$ cat src/rtl/board_reader.sv
// Row-major scanner of the occupied rectangle of the tile-grid RAM.
// Streams each cell's tile code with coordinates over valid/ready.
module board_reader #(
    parameter int depth   = 19,
    parameter int x_width = 10
) (
    input  logic                   clk,
    input  logic                   reset,
    input  logic                   start,
    input  logic [x_width:0]       min_x,
    input  logic [x_width:0]       min_y,
    input  logic [x_width:0]       max_x,
    input  logic [x_width:0]       max_y,
    output logic [depth+2:0]       ram_address,
    input  logic [3:0]             ram_data_read,
    output logic                   out_valid,
    input  logic                   out_ready,
    output logic [3:0]             out_tile,
    output logic [x_width:0]       out_x,
    output logic [x_width:0]       out_y,
    output logic                   out_eol,
    output logic                   out_last,
    output logic                   busy,
    output logic                   done,
    output logic                   error,
    output logic [2*x_width+1:0]   tile_count
);

    localparam int AW = depth + 3;

    typedef enum logic [2:0] {
        S_IDLE,
        S_ADDR,
        S_READ,
        S_OUT,
        S_DONE
    } state_t;

    state_t r_state;
    state_t w_next;

    logic [x_width:0] r_min_x;
    logic [x_width:0] r_max_x;
    logic [x_width:0] r_max_y;
    logic [x_width:0] r_cur_x;
    logic [x_width:0] r_cur_y;
    logic             r_bad;

    logic          w_accept;
    logic          w_bad;
    logic          w_hs;
    logic          w_eol;
    logic [AW-1:0] w_addr;

    assign w_accept = (r_state == S_IDLE) && start;
    assign w_bad    = (min_x > max_x) || (min_y > max_y);
    assign w_hs     = (r_state == S_OUT) && out_ready;
    assign w_eol    = (r_cur_x == r_max_x);
    assign w_addr   = AW'({r_cur_y, r_cur_x});

    assign out_valid = (r_state == S_OUT);
    assign done      = (r_state == S_DONE);
    // Rejected bounds pass through ADDR once without ever reporting busy.
    assign busy      = !r_bad && ((r_state == S_ADDR) ||
                                  (r_state == S_READ) ||
                                  (r_state == S_OUT));

    always_ff @(posedge clk or negedge reset) begin
        if (!reset) begin
            r_state <= S_IDLE;
        end else begin
            r_state <= w_next;
        end
    end

    always_comb begin
        w_next = r_state;
        unique case (r_state)
            S_IDLE: if (start) w_next = S_ADDR;
            S_ADDR: w_next = r_bad ? S_DONE : S_READ;
            S_READ: w_next = S_OUT;
            S_OUT: begin
                if (out_ready) w_next = out_last ? S_DONE : S_ADDR;
            end
            S_DONE: w_next = S_IDLE;
            default: w_next = S_IDLE;
        endcase
    end

    always_ff @(posedge clk or negedge reset) begin
        if (!reset) begin
            r_min_x     <= '0;
            r_max_x     <= '0;
            r_max_y     <= '0;
            r_cur_x     <= '0;
            r_cur_y     <= '0;
            r_bad       <= 1'b0;
            ram_address <= '0;
            out_tile    <= '0;
            out_x       <= '0;
            out_y       <= '0;
            out_eol     <= 1'b0;
            out_last    <= 1'b0;
            error       <= 1'b0;
            tile_count  <= '0;
        end else begin
            if (w_accept) begin
                r_min_x    <= min_x;
                r_max_x    <= max_x;
                r_max_y    <= max_y;
                r_cur_x    <= min_x;
                r_cur_y    <= min_y;
                r_bad      <= w_bad;
                error      <= w_bad;
                tile_count <= '0;
            end
            if ((r_state == S_ADDR) && !r_bad) begin
                ram_address <= w_addr;
            end
            if (r_state == S_READ) begin
                out_tile <= ram_data_read;
                out_x    <= r_cur_x;
                out_y    <= r_cur_y;
                out_eol  <= w_eol;
                out_last <= w_eol && (r_cur_y == r_max_y);
                if (ram_data_read > 4'd6) error <= 1'b1;
            end
            if (w_hs) begin
                if (out_tile != 4'd0) tile_count <= tile_count + 1'b1;
                if (!out_last) begin
                    if (w_eol) begin
                        r_cur_x <= r_min_x;
                        r_cur_y <= r_cur_y + 1'b1;
                    end else begin
                        r_cur_x <= r_cur_x + 1'b1;
                    end
                end
            end
        end
    end

endmodule

$ cat config.mk
export PLATFORM = sky130hd
export DESIGN_NAME = board_reader
export DESIGN_NICKNAME = d
export VERILOG_FILES = /design/src/rtl/board_reader.sv
export SDC_FILE = /design/constraint.sdc
export NUM_CORES = 1
export LEC_CHECK = 0
export ABC_AREA = 1
export CORE_MARGIN = 4
export CORE_UTILIZATION = 55
export DETAILED_ROUTE_END_ITERATION = 8
export PLACE_DENSITY = 0.91
export SLEW_MARGIN = 15
export SYNTH_ARGS = -nofsm -noshare
export SYNTH_HDL_FRONTEND = slang
export SYNTH_SLANG_ARGS = --single-unit
$ cat constraint.sdc
create_clock -name clk -period 3.5 [get_ports clk]
set_input_delay 1.05 -clock clk [delete_from_list [all_inputs] [get_ports clk]]
set_output_delay 1.05 -clock clk [all_outputs]
set_load 0.03 [all_outputs]
==> impl_results.md, run 1 <==
- Internal: 0.00441 W
- CTS sink cnt: 132
- CP Class: reg2out
- Slew Viols, Final: 0
- Largest cells by area after synthesis: dfrtp_1, nand2_1, o21ai_0
- Core Box Area: 12300 µm²
- Syn Inst Count: 900
- Net switching power: 0.00344 W
- CTS H-tree lvls: 4
- Switching part of the total power: 43.8%
- Top-count cell post-synth: nand2_1
- Worst setup path endpoint: out_valid
- CTS tree: built
- Worst r2r dst: r_cur_y[4]$_DFF_PN0_
- FILL cells: 869
- Ports: 128
- Power Dens Cells: 877 nW/µm²
- Fmax: 337 MHz
- Final antenna diode count: 0
- Syn avg cell area: 7.79 µm²
- Post-Syn Area: 7020 µm²
- Final Hold Vio Count: 0
- Die span in x: 121 µm
- Row count: 40
- Hold Crit Class: reg2reg
- Total gr overflow: 0
- Reg2Reg Setup Slack: 1560 ps
- Post-place setup slack: 746 ps
- Worst r2r src: r_cur_x[0]$_DFF_PN0_
- CP arrival: 1910 ps
- Synth cell count leaders: nand2_1, dfrtp_1, o21ai_0
- Worst reg2reg path depth: 9
- Starting density of the core: 57.2%
- Leak: 4.32 nW
- Slew @ Worst Pin: 754 ps
- Max-cap violation count: 0
- DIE AREA: 14600 µm²
- Top FF cell, synth: dfrtp_1
- 1st-iter DRT viols: 1039
- Global-route wire length before repair: 30600 µm
- Drt first pass iters: 6
- Syn. warnings: 0
- Max-slew headroom: 49.8%
- CP Launch Type: register
- Total GRT Usage: 26.0%
- PortBufs: 127
- Crit path from: r_state[2]$_DFFE_PN0P_
- Final ANT Viol Nets: 0
- Share of layout cells above drive strength 1: 6.36%
- Area grow syn2layout: 27.7%
- Worst-path clk slew: 60 ps
- Dominant cell type by area after synthesis: dfrtp_1
- Hold Buf Count CTS: 0
- RSZ-0062 raised after global routing: false
- Post-DP HPWL: 12800 µm
- Min Clock Period, post-route: 2960 ps
- Final setup vio count: 0
- Clock root cell: clkbuf_16
- Top cell type's share of synthesized area: 47.1%
- Vias in the first global route: 6328
- Final setup skew: 9.52 ps
- Tcrit/Tclk final: 84.7%
- Post-CTS setup buffers: 0
- Async S/R FF share, synth: 100%
- Gate power share: 44.4%
- Maximum VDD drop: 0.402 mV
- Clock Power Share: 21.3%
- Largest net degree at the start of global routing: 133
- CP required: 2450 ps
- Yosys reg bits: 132
- Setup total negative slack: 0 ps
- Reg power frac: 34.3%
- Outcome: finished clean
- Hold Startpoint: r_min_x[8]$_DFFE_PN0P_
- Maximum clock path buffer count: 2
- Routability cong.: 0.917
- Setup ws final: 536 ps
- Total CTS buffers: 17
- Post-synth EDFFs: 0
- Cts repair resizes: 0
- Vias: 6660
- Drt wl/cell: 15.4 µm
- Proportion of synthesized chip area in sequential cells: 47.1%
- CP Capture Type: primary output
- Syn_nets: 977
- Skew-Pair Late Insertion Delay: 420 ps
- WL final: 18600 µm
- Drt drc: 0
- Initial antenna violation count: 0
- Die Y: 121 µm
- Post-DR vias/cell: 5.53
- Final #Nets: 1101
- Post-synthesis cell type count: 37
- CP Max Fanout: 5
cells in the final DEF, fill, tap and decap left out, drive strengths merged, types with 4 or more instances in the layout:
cell             n
nand2          279
dfrtp          132
clkdlybuf4s50  126
o21ai          117
inv             98
nor2            71
nand3           64
a21oi           25
ha              25
clkbuf          17
xor2            15
nor3            12
buf             10
xnor2            9
nand4            8
clkinvlp         6
clkinv           5
or2              4
worst min-delay path by stage:
stage / endpoint / slack [ps] / depth (start not counted)
2_1_floorplan: r_min_x[5]$_DFFE_PN0P_ / 450 / 2
3_3_place_gp: ram_address[11]$_DFFE_PN0P_ / 470 / 2
3_5_place_dp: r_min_x[8]$_DFFE_PN0P_ / 470 / 2
4_1_cts: r_min_x[8]$_DFFE_PN0P_ / 480 / 2
5_1_grt: out_x[7]$_DFFE_PN0P_ / 510 / 2
6_report: r_min_x[8]$_DFFE_PN0P_ / 480 / 2
registers in the layout (all words and copies together) (netlist names):
signal       cells
error            1
r_max_y         11
r_state          3
r_bad            1
r_cur_x         11
r_max_x         11
r_min_x         11
tile_count      22
out_last         1
ram_address     22
out_tile         4
out_eol          1
r_cur_y         11
out_x           11
out_y           11
layer usage:
layer / routed length (µm) / GRT usage [%] / share of wire [%] / up-vias
met4: 494 / 9.28 / 2.7 / 0
met5: 0 / 0 / 0 / -
li1: - / - / - / 3143
met3: 1470 / 5.03 / 7.9 / 56
met2: 8930 / 42.7 / 48 / 346
met1: 7660 / 34.4 / 41 / 3115
kinds of logic (layout without fill, tap and decap cells):
kind of cell	Yosys count	after routing	synth area share [%]
AOI/OAI and AO/OA	152	152	11.4
DFF	132	132	47.1
xor gates and xnor gates	24	24	3.00
buffers and inverters	126	263	7.58
and+or+nand+nor	441	441	26.5
adders and majority gates	25	25	4.46
power by group through the flow:
| stage | combinational [W] | sequential [W] | clock [W] |
|---|---|---|---|
| after floorplan | 0.00177 | 0.00310 | 0 |
| after global placement | 0.00331 | 0.00266 | 0 |
| after detailed placement | 0.00343 | 0.00268 | 0 |
| after CTS | 0.00348 | 0.00267 | 0.00168 |
| after global routing | 0.00384 | 0.00276 | 0.00178 |
| final | 0.00349 | 0.00269 | 0.00167 |
critical path, cell delays in order (launching register included):
cell,delay (ps)
dfrtp_1,420
inv_2,130
nand3_2,140
inv_1,120
clkdlybuf4s50_1,680
final cells by class:
class / count / area [µm²] / share of cell area (%)
Clock buffer: 17 / 425 / 4.75
Clock inverter: 15 / 130 / 1.45
Inverter: 95 / 359 / 4.01
Multi-Input combinational cell: 642 / 3180 / 35.5
Sequential cell: 132 / 3300 / 36.9
Tap cell: 168 / 210 / 2.35
Timing Repair Buffer: 136 / 1350 / 15.1
per-stage QoR:
stage | total power [W] | util (%) | cell area [µm²] | cells | hold slack [ps]
finish | 0.00785 | 73.1 | 8960 | 1205 | 478
global route | 0.00837 | 73.1 | 8960 | 1205 | 507
CTS | 0.00783 | 73.1 | 8960 | 1205 | 481
detailed placement | 0.00610 | 68.5 | 8400 | 1173 | 471
global placement | 0.00597 | 68.5 | 8400 | 1173 | 466
floorplan | 0.00487 | - | 7020 | 900 | 449
Power figures use the tool's default switching activity.
==> run 2: changes to the inputs <==
--- a/config.mk
+++ b/config.mk
@@ -7,9 +7,9 @@
 export LEC_CHECK = 0
 export ABC_AREA = 1
 export CORE_MARGIN = 4
-export CORE_UTILIZATION = 55
+export CORE_UTILIZATION = 53
 export DETAILED_ROUTE_END_ITERATION = 8
-export PLACE_DENSITY = 0.91
+export PLACE_DENSITY = 0.89
 export SLEW_MARGIN = 15
 export SYNTH_ARGS = -nofsm -noshare
 export SYNTH_HDL_FRONTEND = slang
==> constraint.sdc (replaced) <==
create_clock -name clk -period 3.1 [get_ports clk]
set_input_delay 0.93 -clock clk [delete_from_list [all_inputs] [get_ports clk]]
set_output_delay 0.93 -clock clk [all_outputs]
set_load 0.03 [all_outputs]
==> run 2 against run 1 <==
Effect of this change:
- cell count grew 0.75%
- clock power up 34%
- via count is 0.93% higher
- register-to-register slack lost 570 ps
- die area is 3.5% higher
==> impl_results.md, run 2 (synthesized netlist as in run 1, its figures left out) <==
- Drt wl/cell: 15.4 µm (+0.33%)
- CTS tree: built
- Post-DR vias/cell: 5.54 (+0.18%)
- Global-route wire length before repair: 30800 µm (+0.83%)
- Post-CTS setup buffers: 0 (unchanged)
- FILL cells: 952 (+9.6%)
- Total gr overflow: 0 (unchanged)
- CP Class: reg2out
- Total CTS buffers: 17 (unchanged)
- CP Cell Sequence: inv_2 > nand3_2 > inv_1 > clkdlybuf4s50_1
- CP Max Fanout: 5 (unchanged)
- Core Box Area: 12800 µm² (+4.2%)
- CP max-delay cell: clkdlybuf4s50_1
- Power, Total: 0.00922 W (+17%)
- Final instance area: 9100 µm² (+1.6%)
- Final Hold Vio Count: 0 (unchanged)
- Met2 Wirelength: 8880 µm (-0.56%)
- Vias in the first global route: 6332 (+0.063%)
- Worst path max stage delay: 680 ps (about the same)
- RSZ-0062 raised after global routing: false
- CP Launch Type: register
- Share of layout cells above drive strength 1: 6.72% (+0.35 points)
- CP Capture Type: primary output
- Hold Crit Class: in2async
- Worst r2r src: r_cur_x[0]$_DFF_PN0_
- Routability cong.: 0.915 (-0.21%)
- DP Area: 8440 µm² (+0.51%)
- CTS sink cnt: 132 (unchanged)
- CP required: 2170 ps (-280 ps)
- Max-cap violation count: 0 (unchanged)
- Final ANT Viol Nets: 0 (unchanged)
- Power Dens Cells: 1010 nW/µm² (+16%)
- Leak: 4.40 nW (+1.7%)
- Routed met1 length: 7940 µm (+3.6%)
- Sequential Area: 3300 µm² (unchanged)
- Vias: 6722 (+0.93%)
- CP arrival: 1890 ps (-20 ps)
- Worst-path clk slew: 60 ps (about the same)
- Reg2Reg Setup Slack: 990 ps (-570 ps)
- Cts repair resizes: 0 (unchanged)
- Drt drc: 0 (unchanged)
- Max-slew headroom: 65.3% (+16 points)
- Outcome: finished clean
- Worst reg2reg path depth: 9 (unchanged)
- Area grow syn2layout: 29.8%
- Setup ws final: 280 ps (-256 ps)
- Skew-Pair Late Insertion Delay: 430 ps (about the same)
- Slew @ Worst Pin: 516 ps (-237 ps)
- Final setup vio count: 0 (unchanged)
- 1st-iter DRT viols: 863 (-17%)
- DIE AREA: 15100 µm² (+3.5%)
- WHS: 436 ps (-41.8 ps)
- Top layer in use: met4
- Maximum clock path buffer count: 2 (unchanged)
- Final antenna diode count: 0 (unchanged)
- Multi-input logic area: 3180 µm² (unchanged)
- Die Y: 123 µm (+1.7%)
- PortBufs: 127 (unchanged)
- Drt first pass iters: 6 (unchanged)
- Most common cell after layout, fill and taps aside: nand2_1
- Ports: 128 (unchanged)
- Worst r2r dst: r_cur_y[4]$_DFF_PN0_
- Regs by FF count: ram_address (22), tile_count (22)
- Hold Buf Count CTS: 0 (unchanged)
- Maximum VDD drop: 0.406 mV (+1.0%)
- Most frequent cells in the layout: nand2_1, dfrtp_1, clkdlybuf4s50_1
- Starting density of the core: 54.9% (-2.3 points)
- Largest net degree at the start of global routing: 51 (-62%)
- Row count: 41 (+2.5%)
- Post-place setup slack: 493 ps (-253 ps)
- Slew Viols, Final: 0 (unchanged)
- Met3 WL: 1430 µm (-2.6%)
- Setup total negative slack: 0 ps (unchanged)
- Final setup skew: 16.5 ps (+6.97 ps)
- Initial antenna violation count: 0 (unchanged)
- Post-DP HPWL: 13500 µm (+5.0%)
- Clock root cell: clkbuf_16
- CTS H-tree lvls: 4 (unchanged)
- Fmax: 355 MHz
- WL final: 18800 µm (+1.1%)
- Tcrit/Tclk final: 91.0%
- Total GRT Usage: 26.0% (about the same)
- Die span in x: 123 µm (+1.7%)
- Min Clock Period, post-route: 2820 ps
- Final #Nets: 1106 (+0.45%)
-- run 2: power by group --
group | total [W] | switching (W) | internal (W)
Combinational | 0.00396 | 0.00250 | 0.00146
Sequential | 0.00303 | 0.000604 | 0.00243
Clock | 0.00223 | 0.000758 | 0.00147
Total | 0.00922 | 0.00386 | 0.00536
-- run 2: through the flow --
step / instances / utilization [%]
2_1_floorplan: 900 / -
3_3_place_gp: 1182 / 66.1
3_5_place_dp: 1182 / 66.1
4_1_cts: 1214 / 71.3
5_1_grt: 1214 / 71.3
6_report: 1214 / 71.3
-- run 2: how the worst max path moves through the flow --
stage	from	depth (start not counted)	slack, ps	end
4_1_cts	r_state[2]$_DFFE_PN0P_	4	280	out_valid
5_1_grt	r_state[0]$_DFFE_PN0P_	3	190	busy
3_3_place_gp	max_x[10]	10	510	r_bad$_DFFE_PN0P_
6_report	r_state[2]$_DFFE_PN0P_	4	280	out_valid
3_5_place_dp	max_x[10]	10	490	error$_DFF_PN0_
2_1_floorplan	r_state[1]$_DFFE_PN0P_	2	1010	busy
-- run 2: routing by layer --
metal	vias up	global-route usage, %
met1	3182	34.4
met4	0	10.7
met2	330	42.5
met5	-	0
li1	3159	-
met3	51	4.57
-- run 2: cell type report --
type	instances	share of cell area [%]
Tap cell	172	2.36
Sequential cell	132	36.3
Inverter	95	3.94
Timing Repair Buffer	141	15.2
Clock inverter	12	2.23
Multi-Input combinational cell	642	34.9
Clock buffer	20	5.02
-- run 2: worst max-delay path: cells and delay by family, from the launching register on --
family / cells / cell delay [ps]
DFF: 1 / 410
and+or+nand+nor: 1 / 130
buffers and inverters: 3 / 940
